[config.mk]
export PLATFORM = sky130hd
export DESIGN_NAME = pipe_reg_hs
export DESIGN_NICKNAME = d
export VERILOG_FILES = /design/src/rtl/pipe_reg_hs.sv
export SDC_FILE = /design/constraint.sdc
export NUM_CORES = 1
export LEC_CHECK = 0
export BUFFER_PORTS_ARGS = -buffer_cell sky130_fd_sc_hd__buf_4
export CAP_MARGIN = 20
export CORE_MARGIN = 5
export CORE_UTILIZATION = 40
export DETAILED_ROUTE_END_ITERATION = 8
export GPL_ROUTABILITY_DRIVEN = 0
export PLACE_DENSITY_LB_ADDON = 0.25
export SETUP_SLACK_MARGIN = 0.5
export SYNTH_ARGS = -nofsm -noshare
export SYNTH_HDL_FRONTEND = slang
export SYNTH_SLANG_ARGS = --single-unit
[constraint.sdc]
create_clock -name clk -period 1.2 [get_ports clk]
set_input_delay 0.06 -clock clk [delete_from_list [all_inputs] [get_ports clk]]
set_output_delay 0.06 -clock clk [all_outputs]
set_load 0.005 [all_outputs]
[src/rtl/pipe_reg_hs.sv]
// Pipeline stage register with valid/ready handshake, synchronous flush and
// optional skid buffer (compile with PIPE_REG_SKID_EN for the 2-entry variant).
module pipe_reg_hs #(
    parameter int               WIDTH     = 32,
    parameter logic [WIDTH-1:0] RESET_VAL = '0
) (
    input  logic             clk,
    input  logic             resetn,
    input  logic             flush,
    input  logic             in_valid,
    output logic             in_ready,
    input  logic [WIDTH-1:0] in_data,
    output logic             out_valid,
    input  logic             out_ready,
    output logic [WIDTH-1:0] out_data,
    output logic [1:0]       level
);

`ifdef PIPE_REG_SKID_EN
    typedef enum logic [1:0] {S_EMPTY, S_FULL, S_SKID} state_t;

    state_t           r_state, w_state_nx;
    logic             r_main_v, r_skid_v, r_in_ready;
    logic [WIDTH-1:0] r_main_d, r_skid_d;
    logic             w_main_v_nx, w_skid_v_nx;
    logic [WIDTH-1:0] w_main_d_nx, w_skid_d_nx;

    always_ff @(posedge clk or negedge resetn) begin
        if (!resetn) begin
            r_state    <= S_EMPTY;
            r_main_v   <= 1'b0;
            r_skid_v   <= 1'b0;
            r_main_d   <= RESET_VAL;
            r_skid_d   <= RESET_VAL;
            r_in_ready <= 1'b1;
        end else begin
            r_state    <= w_state_nx;
            r_main_v   <= w_main_v_nx;
            r_skid_v   <= w_skid_v_nx;
            r_main_d   <= w_main_d_nx;
            r_skid_d   <= w_skid_d_nx;
            // Registered so in_ready never sees out_ready combinationally.
            r_in_ready <= (w_state_nx != S_SKID);
        end
    end

    always_comb begin
        w_state_nx  = r_state;
        w_main_v_nx = r_main_v;
        w_skid_v_nx = r_skid_v;
        w_main_d_nx = r_main_d;
        w_skid_d_nx = r_skid_d;
        if (flush) begin
            w_state_nx  = S_EMPTY;
            w_main_v_nx = 1'b0;
            w_skid_v_nx = 1'b0;
            w_main_d_nx = RESET_VAL;
            w_skid_d_nx = RESET_VAL;
        end else begin
            case (r_state)
                S_EMPTY: begin
                    if (in_valid) begin
                        w_state_nx  = S_FULL;
                        w_main_v_nx = 1'b1;
                        w_main_d_nx = in_data;
                    end
                end
                S_FULL: begin
                    if (in_valid && out_ready) begin
                        w_main_d_nx = in_data;
                    end else if (in_valid) begin
                        w_state_nx  = S_SKID;
                        w_skid_v_nx = 1'b1;
                        w_skid_d_nx = in_data;
                    end else if (out_ready) begin
                        w_state_nx  = S_EMPTY;
                        w_main_v_nx = 1'b0;
                    end
                end
                S_SKID: begin
                    if (out_ready) begin
                        w_state_nx  = S_FULL;
                        w_skid_v_nx = 1'b0;
                        w_main_d_nx = r_skid_d;
                    end
                end
                default: begin
                    w_state_nx  = S_EMPTY;
                    w_main_v_nx = 1'b0;
                    w_skid_v_nx = 1'b0;
                end
            endcase
        end
    end

    assign in_ready  = r_in_ready;
    assign out_valid = r_main_v;
    assign out_data  = r_main_d;
    assign level     = {1'b0, r_main_v} + {1'b0, r_skid_v};
`else
    logic             r_main_v;
    logic [WIDTH-1:0] r_main_d;
    logic             w_in_ready;

    assign w_in_ready = !r_main_v || out_ready;

    always_ff @(posedge clk or negedge resetn) begin
        if (!resetn) begin
            r_main_v <= 1'b0;
            r_main_d <= RESET_VAL;
        end else if (flush) begin
            r_main_v <= 1'b0;
            r_main_d <= RESET_VAL;
        end else if (in_valid && w_in_ready) begin
            r_main_v <= 1'b1;
            r_main_d <= in_data;
        end else if (out_ready) begin
            // Drain keeps the stale payload; only the valid bit drops.
            r_main_v <= 1'b0;
        end
    end

    assign in_ready  = w_in_ready;
    assign out_valid = r_main_v;
    assign out_data  = r_main_d;
    assign level     = {1'b0, r_main_v};
`endif

endmodule

==> impl_metrics.tcl, run 1 <==
set metrics [dict create \
    drtIter0Drc 81 \
    grt_antenna_before_repair 0 \
    ff2ff_path_depth 5 \
    crit_path_setup_slack_layout_ps 19.3 \
    synthesis.nets 190 \
    post_route_cells_drive_above_1_share_pct 60.9 \
    grt_max_degree 66 \
    instances_no_fill 275 \
    synthToLayoutAreaGrowth_pct 63.0 \
    io_pins 73 \
    crit_chain "nand2b_4 > buf_12 > buf_16 > a21bo_4 > a21oi_2" \
    post_synth_cell_types 14 \
    remaining_drc_errors 0 \
    clkSlewWorstSetupHoldPaths_ps 60 \
    die_height_um 73.8 \
    floorplan.die_area_sq_um 5440 \
    grt_usage_pct 15.9 \
    initial_core_util_pct 41.0 \
    grt_first_pass_wirelength_um 6610 \
    routed_wl_um 4440 \
    drv_cap 0 \
    drt.antenna.violating_nets 0 \
    vdd.ir_drop.worst_v 0.000550 \
    power_per_cell_area_nw_per_um2 981 \
    synth_area_leader_cell "sky130_fd_sc_hd__dfrtp_1" \
    synth_cells 153 \
    holdPathStages 3 \
    grt_setup_unrepaired "true" \
    synth_top_cell_area_share_pct 50.7 \
    worst-endpoint-arrival_ps 1390 \
    clock_path_buffers 2 \
    dpl_wire_length_um 2670 \
    ctsRootBufferMaster "sky130_fd_sc_hd__clkbuf_8" \
    dr_total_vias 1445 \
    slew_violations 0 \
    seq_area_frac_synth_pct 50.7 \
    crit_path_max_fanout 11 \
    port_buffers 71 \
    mostFrequentLayoutCells "sky130_fd_sc_hd__buf_4, sky130_fd_sc_hd__dfrtp_1, sky130_fd_sc_hd__buf_6, sky130_fd_sc_hd__nand3_1, sky130_fd_sc_hd__a21bo_2" \
    nNetsFinal 261 \
    worst_hold_path_type "in -> reg" \
    worstSetupEndpointType "flop" \
    totalNegativeSetupSlack_ps 0 \
    clock_latency_ps 290 \
    core_region_area_sq_um 3970 \
    timing.hold.worst.start "in_data[8]" \
    grt_overflow_total 0 \
    leading_cell_type_in_the_layout_fill_and_taps_excluded "sky130_fd_sc_hd__buf_4" \
    yosys_warn_count 0 \
    report.power.total_mw 2.60 \
    dr.pass1.iters 3 \
    leakage_dissipation_nw 1.24 \
    start_of_the_worst_register_to_register_path "out_valid$_DFFE_PN0P_" \
    fp-row-count 23 \
    crit_start "out_valid$_DFFE_PN0P_" \
    mappedNetlistArea_sq_um 1630 \
    crit_path_top_delay_cell "sky130_fd_sc_hd__dfrtp_1" \
    antennaDiodeCount 0 \
    vias_per_cell 5.25 \
    htreeDepth 2 \
    netlist_top_cells_area "sky130_fd_sc_hd__dfrtp_1, sky130_fd_sc_hd__a21bo_2, sky130_fd_sc_hd__nand3_1" \
    layout_worst_path_cycle_share_pct 98.4 \
    dieWidth_um 73.8 \
    timing.critical_path.slowest_cell_delay_ps 390 \
    outcome "completed" \
    cts_tree "done" \
    cts_made_buffers 5 \
    cts_sinks 33 \
    crit_path_start_kind "flop" \
    route.detailed.wl_per_inst_um 16.1 \
    minimum_setup_slack_after_placement_ps 58.1 \
    finalHoldViolCount 0 \
    final_period_minus_worst_setup_slack_ps 1180 \
    synth_area_per_cell_sq_um 10.6 \
    timing.fmax_mhz 847 \
    required_time_at_the_endpoint_of_the_critical_path_ps 1410 \
    worst_clock_skew_ps 4.16 \
    finalSetupViolCount 0 \
    worst-setup-path-type "reg -> reg" \
    via_count_of_the_first_global_routing_pass 1411 \
    synth-seq-cells 33 \
    reg2reg_setup_slack_ps 20 \
    dp.cells 257 \
]
==> flip-flops by register name, indices dropped and copies added (netlist names) <==
| signal | count |
|---|---|
| out_valid | 1 |
| out_data | 32 |
==> metrics by stage <==
stage / util [%] / area [sq um] / hold WS, ps
final: 66.8 / 2650 / 25.8
after floorplan: - / 1640 / -236
after global routing: 66.8 / 2650 / 29.1
after CTS: 62.3 / 2470 / 19.5
after detailed placement: 54.8 / 2170 / 28.9
after global placement: 54.8 / 2170 / 24.5
==> power by group <==
group / leakage, nW / internal, mW / total, mW / switching (mW)
logic: 0.754 / 0.361 / 0.595 / 0.235
clock network: 0.0395 / 0.411 / 0.788 / 0.377
registers: 0.441 / 1.18 / 1.22 / 0.0442
total: 1.24 / 1.95 / 2.60 / 0.656
==> worst paths after layout <==
kind / end
max reg2reg: out_data[12]$_DFFE_PN0P_
min in group asynchronous: out_data[9]$_DFFE_PN0P_
min reg2reg: out_data[14]$_DFFE_PN0P_
max in group asynchronous: out_data[7]$_DFFE_PN0P_
max: out_data[12]$_DFFE_PN0P_
min: out_data[8]$_DFFE_PN0P_
==> area by class of cell <==
type	count	area [sq um]
clock buffers	8	80.1
fillers	308	1320
inverters	1	3.75
multi-input cells	99	768
flip-flops and latches	33	826
well taps	50	62.6
repair buffers	84	912
==> routing by layer <==
metal,vias to the layer above,GRT usage [%],wire [um]
met5,-,0,0
met4,0,4.83,57
met3,7,5.47,312
met2,41,27.3,2250
met1,714,18.5,1820
li1,683,-,-
==> critical path: cells and delay by family (launching register included) <==
| family | cells | cell delay [ps] |
|---|---|---|
| AND/OR/NAND/NOR | 1 | 110 |
| AO/OA/AOI/OAI | 2 | 320 |
| flip-flops | 1 | 390 |
| buffers and inverters | 2 | 290 |
==> cell families (layout without fill, tap and decap cells) <==
group                  Yosys count  after routing  share of synthesized area (%)
DFF                             33             33                           50.7
and+or+nand+nor                 33             33                           10.7
AOI/OAI and AO/OA               65             65                           31.2
buffers and inverters           21             93                           7.15
other                            1              1                          0.230
==> synth_stat cells (all sizes together) <==
master	n
buf	15
dfrtp	33
inv	1
a21bo	32
nand3	32
nand2b	1
clkbuf	5
conb	1
a21oi	33
==> timing repair <==
item                                   in CTS  in global routing
setup endpoints to repair                  68                 68
gates resized for setup                    33                 20
hold buffers                                1                  0
endpoints found under the hold margin      33                  0
pin swaps                                   0                  9
setup buffers                               2                  2
cloned                                      2                  3
(Power assumes the default switching activity.)
==> run 2: changes to the inputs <==
--- a/config.mk
+++ b/config.mk
@@ -12,6 +12,7 @@
 export DETAILED_ROUTE_END_ITERATION = 8
 export GPL_ROUTABILITY_DRIVEN = 0
 export PLACE_DENSITY_LB_ADDON = 0.25
+export RECOVER_POWER = 25
 export SETUP_SLACK_MARGIN = 0.5
 export SYNTH_ARGS = -nofsm -noshare
 export SYNTH_HDL_FRONTEND = slang
==> impl_metrics.tcl, run 2 (synthesis results as in run 1) <==
set metrics [dict create \
    cts_tree "done" \
    worst-endpoint-arrival_ps 1390 \
    grt_overflow_total 0 \
    crit_path_max_fanout 11 \
    ctsRootBufferMaster "sky130_fd_sc_hd__clkbuf_8" \
    grt_first_pass_wirelength_um 6610 \
    dieWidth_um 73.8 \
    io_pins 73 \
    cts_made_buffers 5 \
    floorplan.die_area_sq_um 5440 \
    grt_max_degree 66 \
    outcome "completed" \
    mostFrequentLayoutCells "sky130_fd_sc_hd__buf_4, sky130_fd_sc_hd__dfrtp_1, sky130_fd_sc_hd__buf_6, sky130_fd_sc_hd__nand3_1, sky130_fd_sc_hd__a21bo_2" \
    htreeDepth 2 \
    fp-row-count 23 \
    cts_sinks 33 \
    leakage_dissipation_nw 1.23 \
    timing.critical_path.slowest_cell_delay_ps 390 \
    worst-setup-path-type "reg -> reg" \
    antennaDiodeCount 0 \
    final-seq-area_sq_um 826 \
    multi_input_combinational_cell_area_sq_um 768 \
    crit_path_start_kind "flop" \
    clock_path_buffers 2 \
    required_time_at_the_endpoint_of_the_critical_path_ps 1410 \
    remaining_drc_errors 0 \
    cp_top_family "flip-flops" \
    tightestPinTransition_ps 806 \
    flip_flop_count_of_the_largest_register_all_copies_and_words_added 32 \
    dr_total_vias 1445 \
    totalNegativeSetupSlack_ps 0 \
    layout_worst_path_cycle_share_pct 98.4 \
    leading_cell_type_in_the_layout_fill_and_taps_excluded "sky130_fd_sc_hd__buf_4" \
    top_signal_layer_used "met4" \
    power_per_cell_area_nw_per_um2 982 \
    synthToLayoutAreaGrowth_pct 62.8 \
    timing.slew.headroom_pct 46.2 \
    drt-met1-wl_um 1820 \
    route.detailed.wl_per_inst_um 16.1 \
    worstSetupEndpointType "flop" \
    dr.pass1.iters 3 \
    clock_latency_ps 290 \
    dp.cells 257 \
    instances_no_fill 275 \
    drtIter0Drc 81 \
    fin_worst_hold_slack_ps 25.8 \
    critical_path_buf_inv_count 2 \
    port_buffers 71 \
    postLayoutCoreUtil_pct 66.7 \
    worst_clock_skew_ps 4.16 \
    finalSetupViolCount 0 \
    grt_antenna_before_repair 0 \
    drt.antenna.violating_nets 0 \
    finalHoldViolCount 0 \
    nNetsFinal 261 \
    slew_violations 0 \
    grt_setup_unrepaired "true" \
    dpl_wire_length_um 2670 \
    die_height_um 73.8 \
    drv_cap 0 \
    routed_wl_um 4440 \
    core_region_area_sq_um 3970 \
    grt_usage_pct 15.9 \
    crit_path_top_delay_cell "sky130_fd_sc_hd__dfrtp_1" \
    crit_chain "nand2b_4 > buf_12 > buf_16 > a21bo_4 > a21oi_2" \
    vdd.ir_drop.worst_v 0.000550 \
    initial_core_util_pct 41.0 \
    post_route_cells_drive_above_1_share_pct 60.9 \
    final_period_minus_worst_setup_slack_ps 1180 \
    via_count_of_the_first_global_routing_pass 1411 \
    route.met3.wl_um 312 \
    vias_per_cell 5.25 \
    fillerInstances 309 \
    clkSlewWorstSetupHoldPaths_ps 60 \
    met2_length_um 2250 \
    timing.fmax_mhz 847 \
    worst_hold_path_type "in -> reg" \
]
-- run 2: cell types whose count changed in the layout (fill, tap and decap cells not counted) --
cell	previous run	this run
sky130_fd_sc_hd__clkbuf_2	0	1
sky130_fd_sc_hd__buf_4	40	39
-- run 2: worst paths after layout --
path                                            end  depth (start not counted)                      from  slack [ps]
max                        out_data[12]$_DFFE_PN0P_                          5     out_valid$_DFFE_PN0P_          20
min                         out_data[8]$_DFFE_PN0P_                          3                in_data[8]          30
max reg2reg                out_data[12]$_DFFE_PN0P_                          5     out_valid$_DFFE_PN0P_          20
min reg2reg                out_data[14]$_DFFE_PN0P_                          2  out_data[14]$_DFFE_PN0P_         640
max in group asynchronous   out_data[7]$_DFFE_PN0P_                          2                    resetn         290
min in group asynchronous   out_data[9]$_DFFE_PN0P_                          2                    resetn         400
-- run 2: through the flow --
stage	power, mW	instance area, sq um	worst slack, ps
final	2.60	2650	19.3
after global routing	2.73	2650	-19.3
after CTS	2.58	2470	11.1
after detailed placement	1.69	2170	58.1
after global placement	1.68	2170	128
after floorplan	1.45	1640	148
-- run 2: repair_timing --
action,CTS,global route
resized for setup,33,20
hold buffers,1,0
endpoints found under the hold margin,33,0
pin swaps,0,9
setup endpoints to repair,68,68
cloned,2,3
setup buffers,2,2
-- run 2: final cells by class --
type / count / share of cell area (%)
multi-input combinational: 99 / 29.0
inverter: 1 / 0.142
clock buffer: 8 / 3.02
timing repair buffer: 84 / 34.3
tap: 50 / 2.36
sequential: 33 / 31.2
-- run 2: where the power goes --
| group | total [mW] | leakage (nW) | switching [mW] | internal (mW) |
|---|---|---|---|---|
| registers | 1.22 | 0.441 | 0.0442 | 1.18 |
| logic | 0.594 | 0.754 | 0.234 | 0.359 |
| clock network | 0.788 | 0.0395 | 0.377 | 0.411 |
| total | 2.60 | 1.23 | 0.656 | 1.95 |
-- run 2: tightest hold or removal path: cells and delay by family --
family          cells  cell delay (ps)
compound gates      1               40
simple gates        1               50
buf+inv             1              120
-- run 2: metal layers --
layer  vias up  GRT usage, %
li1        683             -
met1       714          18.5
met2        41          27.3
met3         7          5.47
met4         0          4.83
met5         -             0
